[src/rtl/lsu_mem_ctrl.sv]
// Load/store sequencer between the execute/memory stage and a byte-addressed data memory.
// Aligned accesses take one memory cycle; misaligned ones are split into byte accesses or rejected.
module lsu_mem_ctrl #(
  parameter int unsigned ALLOW_MISALIGNED = 1
) (
  input  logic        clk,
  input  logic        rst_n,
  input  logic        req_valid,
  output logic        req_ready,
  input  logic        req_wr,
  input  logic [31:0] req_addr,
  input  logic [31:0] req_wdata,
  input  logic [2:0]  req_funct3,
  output logic        rsp_valid,
  output logic [31:0] rsp_rdata,
  output logic        rsp_err,
  output logic [31:0] mem_addr,
  output logic [31:0] mem_data_in,
  input  logic [31:0] mem_data_out,
  output logic [1:0]  mem_length,
  output logic        mem_sign,
  output logic        mem_enable,
  output logic        mem_wr
);

  typedef enum logic [1:0] {IDLE, ACCESS, SPLIT, RESP} state_e;

  state_e      state_q, state_d;
  logic        wr_q, wr_d;
  logic [31:0] addr_q, addr_d;
  logic [31:0] wdata_q, wdata_d;
  logic [2:0]  f3_q, f3_d;
  logic        err_q, err_d;
  logic [1:0]  k_q, k_d;
  logic [31:0] data_q, data_d;

  logic        accept;
  logic        illegal;
  logic        misaligned;
  logic [1:0]  last_k;
  logic [31:0] rdata_ext;

  assign req_ready = (state_q == IDLE) || (state_q == RESP);
  assign accept    = req_valid && req_ready;

  assign illegal = req_wr ? (req_funct3[2] || (req_funct3[1:0] == 2'b11))
                          : ((req_funct3[1:0] == 2'b11) || (req_funct3 == 3'b110));

  assign misaligned = ((req_funct3[1:0] == 2'b01) && req_addr[0]) ||
                      ((req_funct3[1:0] == 2'b10) && (req_addr[1:0] != 2'b00));

  assign last_k = f3_q[1] ? 2'd3 : 2'd1;

  // Re-extending aligned results is harmless; split results need it.
  always_comb begin
    case (f3_q)
      3'b000:  rdata_ext = {{24{data_q[7]}}, data_q[7:0]};
      3'b100:  rdata_ext = {24'h0, data_q[7:0]};
      3'b001:  rdata_ext = {{16{data_q[15]}}, data_q[15:0]};
      3'b101:  rdata_ext = {16'h0, data_q[15:0]};
      default: rdata_ext = data_q;
    endcase
  end

  always_comb begin
    state_d     = state_q;
    wr_d        = wr_q;
    addr_d      = addr_q;
    wdata_d     = wdata_q;
    f3_d        = f3_q;
    err_d       = err_q;
    k_d         = k_q;
    data_d      = data_q;
    rsp_valid   = 1'b0;
    rsp_err     = 1'b0;
    rsp_rdata   = '0;
    mem_addr    = '0;
    mem_data_in = '0;
    mem_length  = 2'b00;
    mem_sign    = 1'b0;
    mem_enable  = 1'b0;
    mem_wr      = 1'b0;

    case (state_q)
      ACCESS: begin
        mem_enable  = 1'b1;
        mem_wr      = wr_q;
        mem_addr    = addr_q;
        mem_length  = f3_q[1:0];
        mem_sign    = ~f3_q[2];
        mem_data_in = wdata_q;
        if (!wr_q) data_d = mem_data_out;
        state_d = RESP;
      end
      SPLIT: begin
        mem_enable  = 1'b1;
        mem_wr      = wr_q;
        mem_addr    = addr_q + {30'h0, k_q};
        mem_data_in = {24'h0, wdata_q[{k_q, 3'b000} +: 8]};
        if (!wr_q) data_d[{k_q, 3'b000} +: 8] = mem_data_out[7:0];
        if (k_q == last_k) state_d = RESP;
        else               k_d     = k_q + 2'd1;
      end
      RESP: begin
        rsp_valid = 1'b1;
        rsp_err   = err_q;
        rsp_rdata = (err_q || wr_q) ? '0 : rdata_ext;
        state_d   = IDLE;
      end
      default: ;
    endcase

    // Accept only happens in IDLE/RESP, so it safely overrides the hold/exit decisions above.
    if (accept) begin
      wr_d    = req_wr;
      addr_d  = req_addr;
      wdata_d = req_wdata;
      f3_d    = req_funct3;
      k_d     = 2'd0;
      data_d  = '0;
      err_d   = 1'b0;
      if (illegal || (misaligned && (ALLOW_MISALIGNED == 0))) begin
        err_d   = 1'b1;
        state_d = RESP;
      end else if (misaligned) begin
        state_d = SPLIT;
      end else begin
        state_d = ACCESS;
      end
    end
  end

  always_ff @(posedge clk or negedge rst_n) begin
    if (!rst_n) begin
      state_q <= IDLE;
      wr_q    <= 1'b0;
      addr_q  <= '0;
      wdata_q <= '0;
      f3_q    <= '0;
      err_q   <= 1'b0;
      k_q     <= '0;
      data_q  <= '0;
    end else begin
      state_q <= state_d;
      wr_q    <= wr_d;
      addr_q  <= addr_d;
      wdata_q <= wdata_d;
      f3_q    <= f3_d;
      err_q   <= err_d;
      k_q     <= k_d;
      data_q  <= data_d;
    end
  end

endmodule
[config.mk]
export PLATFORM = sky130hd
export DESIGN_NAME = lsu_mem_ctrl
export DESIGN_NICKNAME = d
export VERILOG_FILES = /design/src/rtl/lsu_mem_ctrl.sv
export SDC_FILE = /design/constraint.sdc
export NUM_CORES = 1
export LEC_CHECK = 0
export CAP_MARGIN = 0
export CORE_MARGIN = 5
export CORE_UTILIZATION = 45
export DETAILED_ROUTE_END_ITERATION = 10
export PLACE_DENSITY = 0.78
export SETUP_SLACK_MARGIN = 0.4
export SKIP_LAST_GASP = 1
export SYNTH_ARGS = -nofsm -noshare
export SYNTH_HDL_FRONTEND = slang
export SYNTH_SLANG_ARGS = --single-unit
[constraint.sdc]
create_clock -name clk -period 2.8 [get_ports clk]
set_input_delay 0.56 -clock clk [delete_from_list [all_inputs] [get_ports clk]]
set_output_delay 0.56 -clock clk [all_outputs]
set_load 0.02 [all_outputs]
Word-level counts from Yosys, hierarchy flattened. Cells that the tools add are included.

Bits in registers: 105. Input port bits: 103. Output and inout port bits: 104. Logic and storage cells: 75.

Add/subtract/negate cells: 3. Equality and inequality tests: 15. Shift-type cells: 3. Mux-type cells: 27. Bitwise gates (word level): 1. Reduce and logical (&&, ||, !) cells: 18.

Operators with widths (number): 32-bit case mux with 2 select lines (3); 32-bit 2-to-1 mux (5); 32-bit case mux with 4 select lines (1); 32-bit by 2-bit adder with 32-bit output (1); 32-bit bitwise mux (1); 8-bit by 7-bit variable shift with 32-bit output (first input constant) (1); 32-bit by 6-bit indexed part select with 8-bit output (1); 8-bit by 7-bit indexed part select with 32-bit output (1); 2-bit 2-to-1 mux (9); 3-bit equality test (second input constant) (3); 3-bit inequality test (second input constant) (3); 2-bit equality test (second input constant) (4); 1-bit 2-to-1 mux (7); 5-bit negation with 7-bit output (1); 2-bit case mux with 3 select lines (1); 1-bit logical OR (5); 2-bit by 1-bit equality test with 1-bit output (second input constant) (2); 2-bit AND reduction (2); 2-bit nonzero test (2); 4-bit nonzero test (1); 3-bit by 1-bit equality test with 1-bit output (second input constant) (1); 1-bit logical AND (3); 3-bit zero test (1); 3-bit AND reduction (1); other kinds (7) (7).

Logic depth before layout (Yosys ltp).
Depth in word-level cells: 6. Mapped depth: 9. Mapped depth without buffers: 6.

Worst setup path after synthesis. OpenSTA, ideal clock, no wires.

Path kind: register to output. From: register k_q[0]. To: output port mem_addr[10]. Arrival time: 2.216 ns. Required time: 2.240 ns. Setup slack: 0.024 ns. Stages on the path, launching flop included: 7. Path buffers: 0. Path through: dfrtp_1 -> ha_1 -> fa_1 -> nand4_2 -> nor2_1 -> a31o_2 -> a311oi_1.

Word-level cells in the longest chain between the ends: 2.

Ends and longest elaborated chain: start: declaration (line 34) `logic [1:0] k_q, k_d;`; start signal: assignment (line 150) `k_q <= k_d;`; 32-bit by 2-bit adder with 32-bit output (line 98) `mem_addr = addr_q + {30'h0, k_q};`; 32-bit case mux with 2 select lines (line 84) `case (state_q)`; end: declaration (line 17) `output logic [31:0] mem_addr,`.

No other way between the ends.

Final worst setup path.
From: register k_q[0]. To: output port mem_addr[22].

The elaborated chain is that of the path after synthesis.

==> flow_summary.yaml <==
cts:
  cts_tree: "built"
  clock_path_buffers: 2
  ctsRootBufferMaster: "clkbuf_16"
  cts_max_level: 3
  postCtsHoldBufs: 0
  cts.sinks: 105
  clock_latency_ns: 0.36
  cts_buffers: 9
  cts.clk_slew.worst_paths_ns: 0.07
place:
  hpwlAfterDp_um: 16200
  port_buffers: 206
  gp_congestion: 0.935
  pre_cts_slack_ns: -0.218
worst_setup_path:
  crit_chain: "ha_2, fa_2, nand4_4, nor4_4, buf_4, buf_6, and3b_1, o21ai_1, buf_4"
  rr_startpoint: "k_q[0]"
  cp-end-kind: "output pin"
  r2r-end: "data_q[26]"
  worstRegToRegCells: 11
  r2r_setup_slack_ns: 0.49
  worstPathRequired_ns: 2.24
  max_stage_delay_ns: 0.38
  cp_slowest_cell: "dfrtp_1"
  cp.buffers_inverters: 3
  critPathMaxFanout: 5
  arrival_ns: 2.35
  crit_path_frequent_cell: "buf_4"
  criticalPathCategory: "reg2out"
  worst_setup_path_start_kind: "register"
  critPathTopFamily: "simple AND/OR/NAND/NOR gates"
logic_synthesis:
  yosys_warnings: 0
  syn_nets: 903
  synth_area_leaders: "dfrtp_1 (41%), nand2_1 (14%), a21oi_1 (4.2%), a22oi_1 (3.0%), mux4_2 (2.8%)"
  synth_area_mm2: 0.00646
  yosysTopAreaCellShare: 0.407
  yosys.area.top_type: "dfrtp_1"
  synth_ff_type: "dfrtp_1"
  ys_seq_elements: 105
  synthCells: 790
  yosysSeqAreaShare: 0.407
  async_reset_ff_frac: 1.00
  ys_types: 65
  synth-edff-count: 0
  avgSynthCellArea_um2: 8.18
cells_and_area:
  layout_commonest_cell: "nand2_1"
  drive_gt1_frac: 0.325
  layout_common_cells: "nand2_1 (232), buf_4 (112), dfrtp_1 (101), clkdlybuf4s50_1 (101), a21oi_1 (42)"
  syn2layout_area_growth_pct: 58.4
  utilization: 0.732
  diodes: 0
  nets: 1184
detailed_routing:
  wl_per_cell_um: 20.3
  dr.first_iter.drc_count: 888
  first_pass_iters: 5
  via_per_inst: 5.98
  drc: 0
  drtAntennaViolNets: 0
  vias: 7505
  wirelength_um: 25400
timing:
  rsz0062_at_grt: "true"
  setup_slack_ns: -0.110
  min_period_ns: 2.91
  tightest_slew_ns: 0.613
  fin_worst_skew_ns: 0.00778
  fmax_mhz: 344
  drv_slew: 0
  setup_viol: 14
  hold_viol_final: 0
  final.period_utilization: 1.04
  relSlewSlack: 0.592
power_and_ir_drop:
  seqPwrFrac: 0.239
  swShare: 0.480
  ir_drop_mv: 0.749
  power.density_mw_per_mm2: 1190
  pwr-share-comb: 0.657
  power_switching_w: 0.00584
  power.internal_w: 0.00632
  p_leak_nw: 4.81
  pwr-share-clk: 0.104
floorplan:
  die-area_mm2: 0.0169
  die_w_um: 130
  core_mm2: 0.0140
  start_util: 0.462
  die_h_um: 130
  fp-row-count: 43
  io_pins: 207
outcome:
  violations: "negative setup slack"
  status: "finished, violations left"
grt:
  grtUsageTotal: 0.285
  grt_max_degree: 46
  grt_pass1_wl_um: 38300
  antenna_found_initial: 0
  grt_pass1_vias: 7341
  grt_overflow_total: 0
flow_run:
  cap_violations: 0
hold_path:
  hold_path.class: "in2async"
synth_stat cells (2+ instances only):
master    count
buf_4         3
and3_1       14
nand2b_1      3
nand4_2       2
dfrtp_1     105
clkbuf_1     22
nor4_2        2
a311oi_1      6
o21a_1        2
or4_1         3
nor2_1       36
and4_1        4
o21ai_0      31
buf_2        25
inv_1        24
a21oi_1      54
a21o_1        5
a32oi_1       6
a41oi_1       4
nand3_1       9
or3_1         3
mux4_2        8
a22oi_1      26
nand3b_1      3
a22o_1        9
nand2_1     237
ha_1          9
buf_1         4
nor2b_1       3
nor3_1        7
o22ai_1       2
a31oi_1      14
o22a_1        3
and2_1       27
a31o_2        4
nor4_1       11
xnor2_1       2
nor2_2        2
nand3_4       2
o22ai_2       2
a221oi_1      9
o21ai_1       6
nor4_4        3
nand4_1      10
mux2i_1       4
flip-flops by register name, summed over array words and instances (netlist names):
| name | count |
|---|---|
| f3_q | 3 |
| wdata_q | 32 |
| data_q | 32 |
| wr_q | 1 |
| addr_q | 32 |
| err_q | 1 |
| k_q | 2 |
| state_q | 2 |
worst reg2reg max path, cell delays in order, from the launching register on:
cell,delay [ns]
dfrtp_1,0.40
buf_4,0.14
buf_6,0.12
clkbuf_16,0.15
buf_6,0.14
inv_6,0.08
ha_4,0.22
or3b_4,0.41
nor4_4,0.16
buf_6,0.17
a221oi_1,0.08
a21oi_1,0.16
power by group through the flow:
stage / combinational (W) / clock, W / sequential [W]
2_1_floorplan: 0.00427 / 0 / 0.00273
3_3_place_gp: 0.00672 / 0 / 0.00286
3_5_place_dp: 0.00683 / 0 / 0.00288
4_1_cts: 0.00738 / 0.00129 / 0.00286
5_1_grt: 0.00861 / 0.00134 / 0.00300
6_report: 0.00799 / 0.00126 / 0.00291
repair_timing:
item / 4_1_cts / 5_1_grt
buffers inserted: 34 / 11
cloned: 2 / 1
setup endpoints to repair: 119 / 111
resized for setup: 429 / 133
pin swaps: 50 / 47
per-stage QoR:
stage	TNS (ns)	total power [W]	hold slack, ns	instance area (µm²)	instances
after global routing	-1.96	0.0129	0.251	10200	1255
final	-0.761	0.0122	0.210	10200	1255
after detailed placement	-2.26	0.00970	0.469	9170	1192
after CTS	-0.646	0.0115	0.226	9960	1243
after global placement	-1.40	0.00958	0.455	9170	1192
after floorplan	0	0.00700	0.264	6580	790
layer usage:
| layer | GRT usage | vias up | share of wire |
|---|---|---|---|
| met1 | 0.365 | 3616 | 0.38 |
| li1 | - | 3344 | - |
| met4 | 0.0966 | 0 | 0.043 |
| met3 | 0.0896 | 122 | 0.094 |
| met2 | 0.459 | 423 | 0.48 |
| met5 | 0 | - | 0 |
cell type report:
type | instances | area (µm²)
Clock inverter | 4 | 35.0
Sequential cell | 105 | 2630
Tap cell | 180 | 225
Inverter | 26 | 104
Clock buffer | 11 | 253
Fill cell | 1006 | 3750
Multi-Input combinational cell | 603 | 4110
Timing Repair Buffer | 326 | 2880
logic make-up after synthesis:
logic type,share of synthesized area
DFF,0.407
AOI/OAI and AO/OA,0.194
adders and majority gates,0.0205
and+or+nand+nor,0.288
xor gates and xnor gates,0.00271
muxes,0.0341
buffers and inverters,0.0550
how the worst max path moves through the flow:
stage	start	endpoint	slack, ns	depth (start not counted)
floorplan	k_q[0]	mem_addr[14]	0.29	6
global placement	addr_q[1]	mem_addr[13]	-0.17	6
detailed placement	addr_q[1]	mem_addr[13]	-0.22	6
CTS	k_q[0]	mem_addr[22]	-0.12	9
global route	addr_q[0]	mem_addr[20]	-0.19	9
finish	k_q[0]	mem_addr[22]	-0.11	9
No activity file was read; power rests on OpenSTA's default activity.
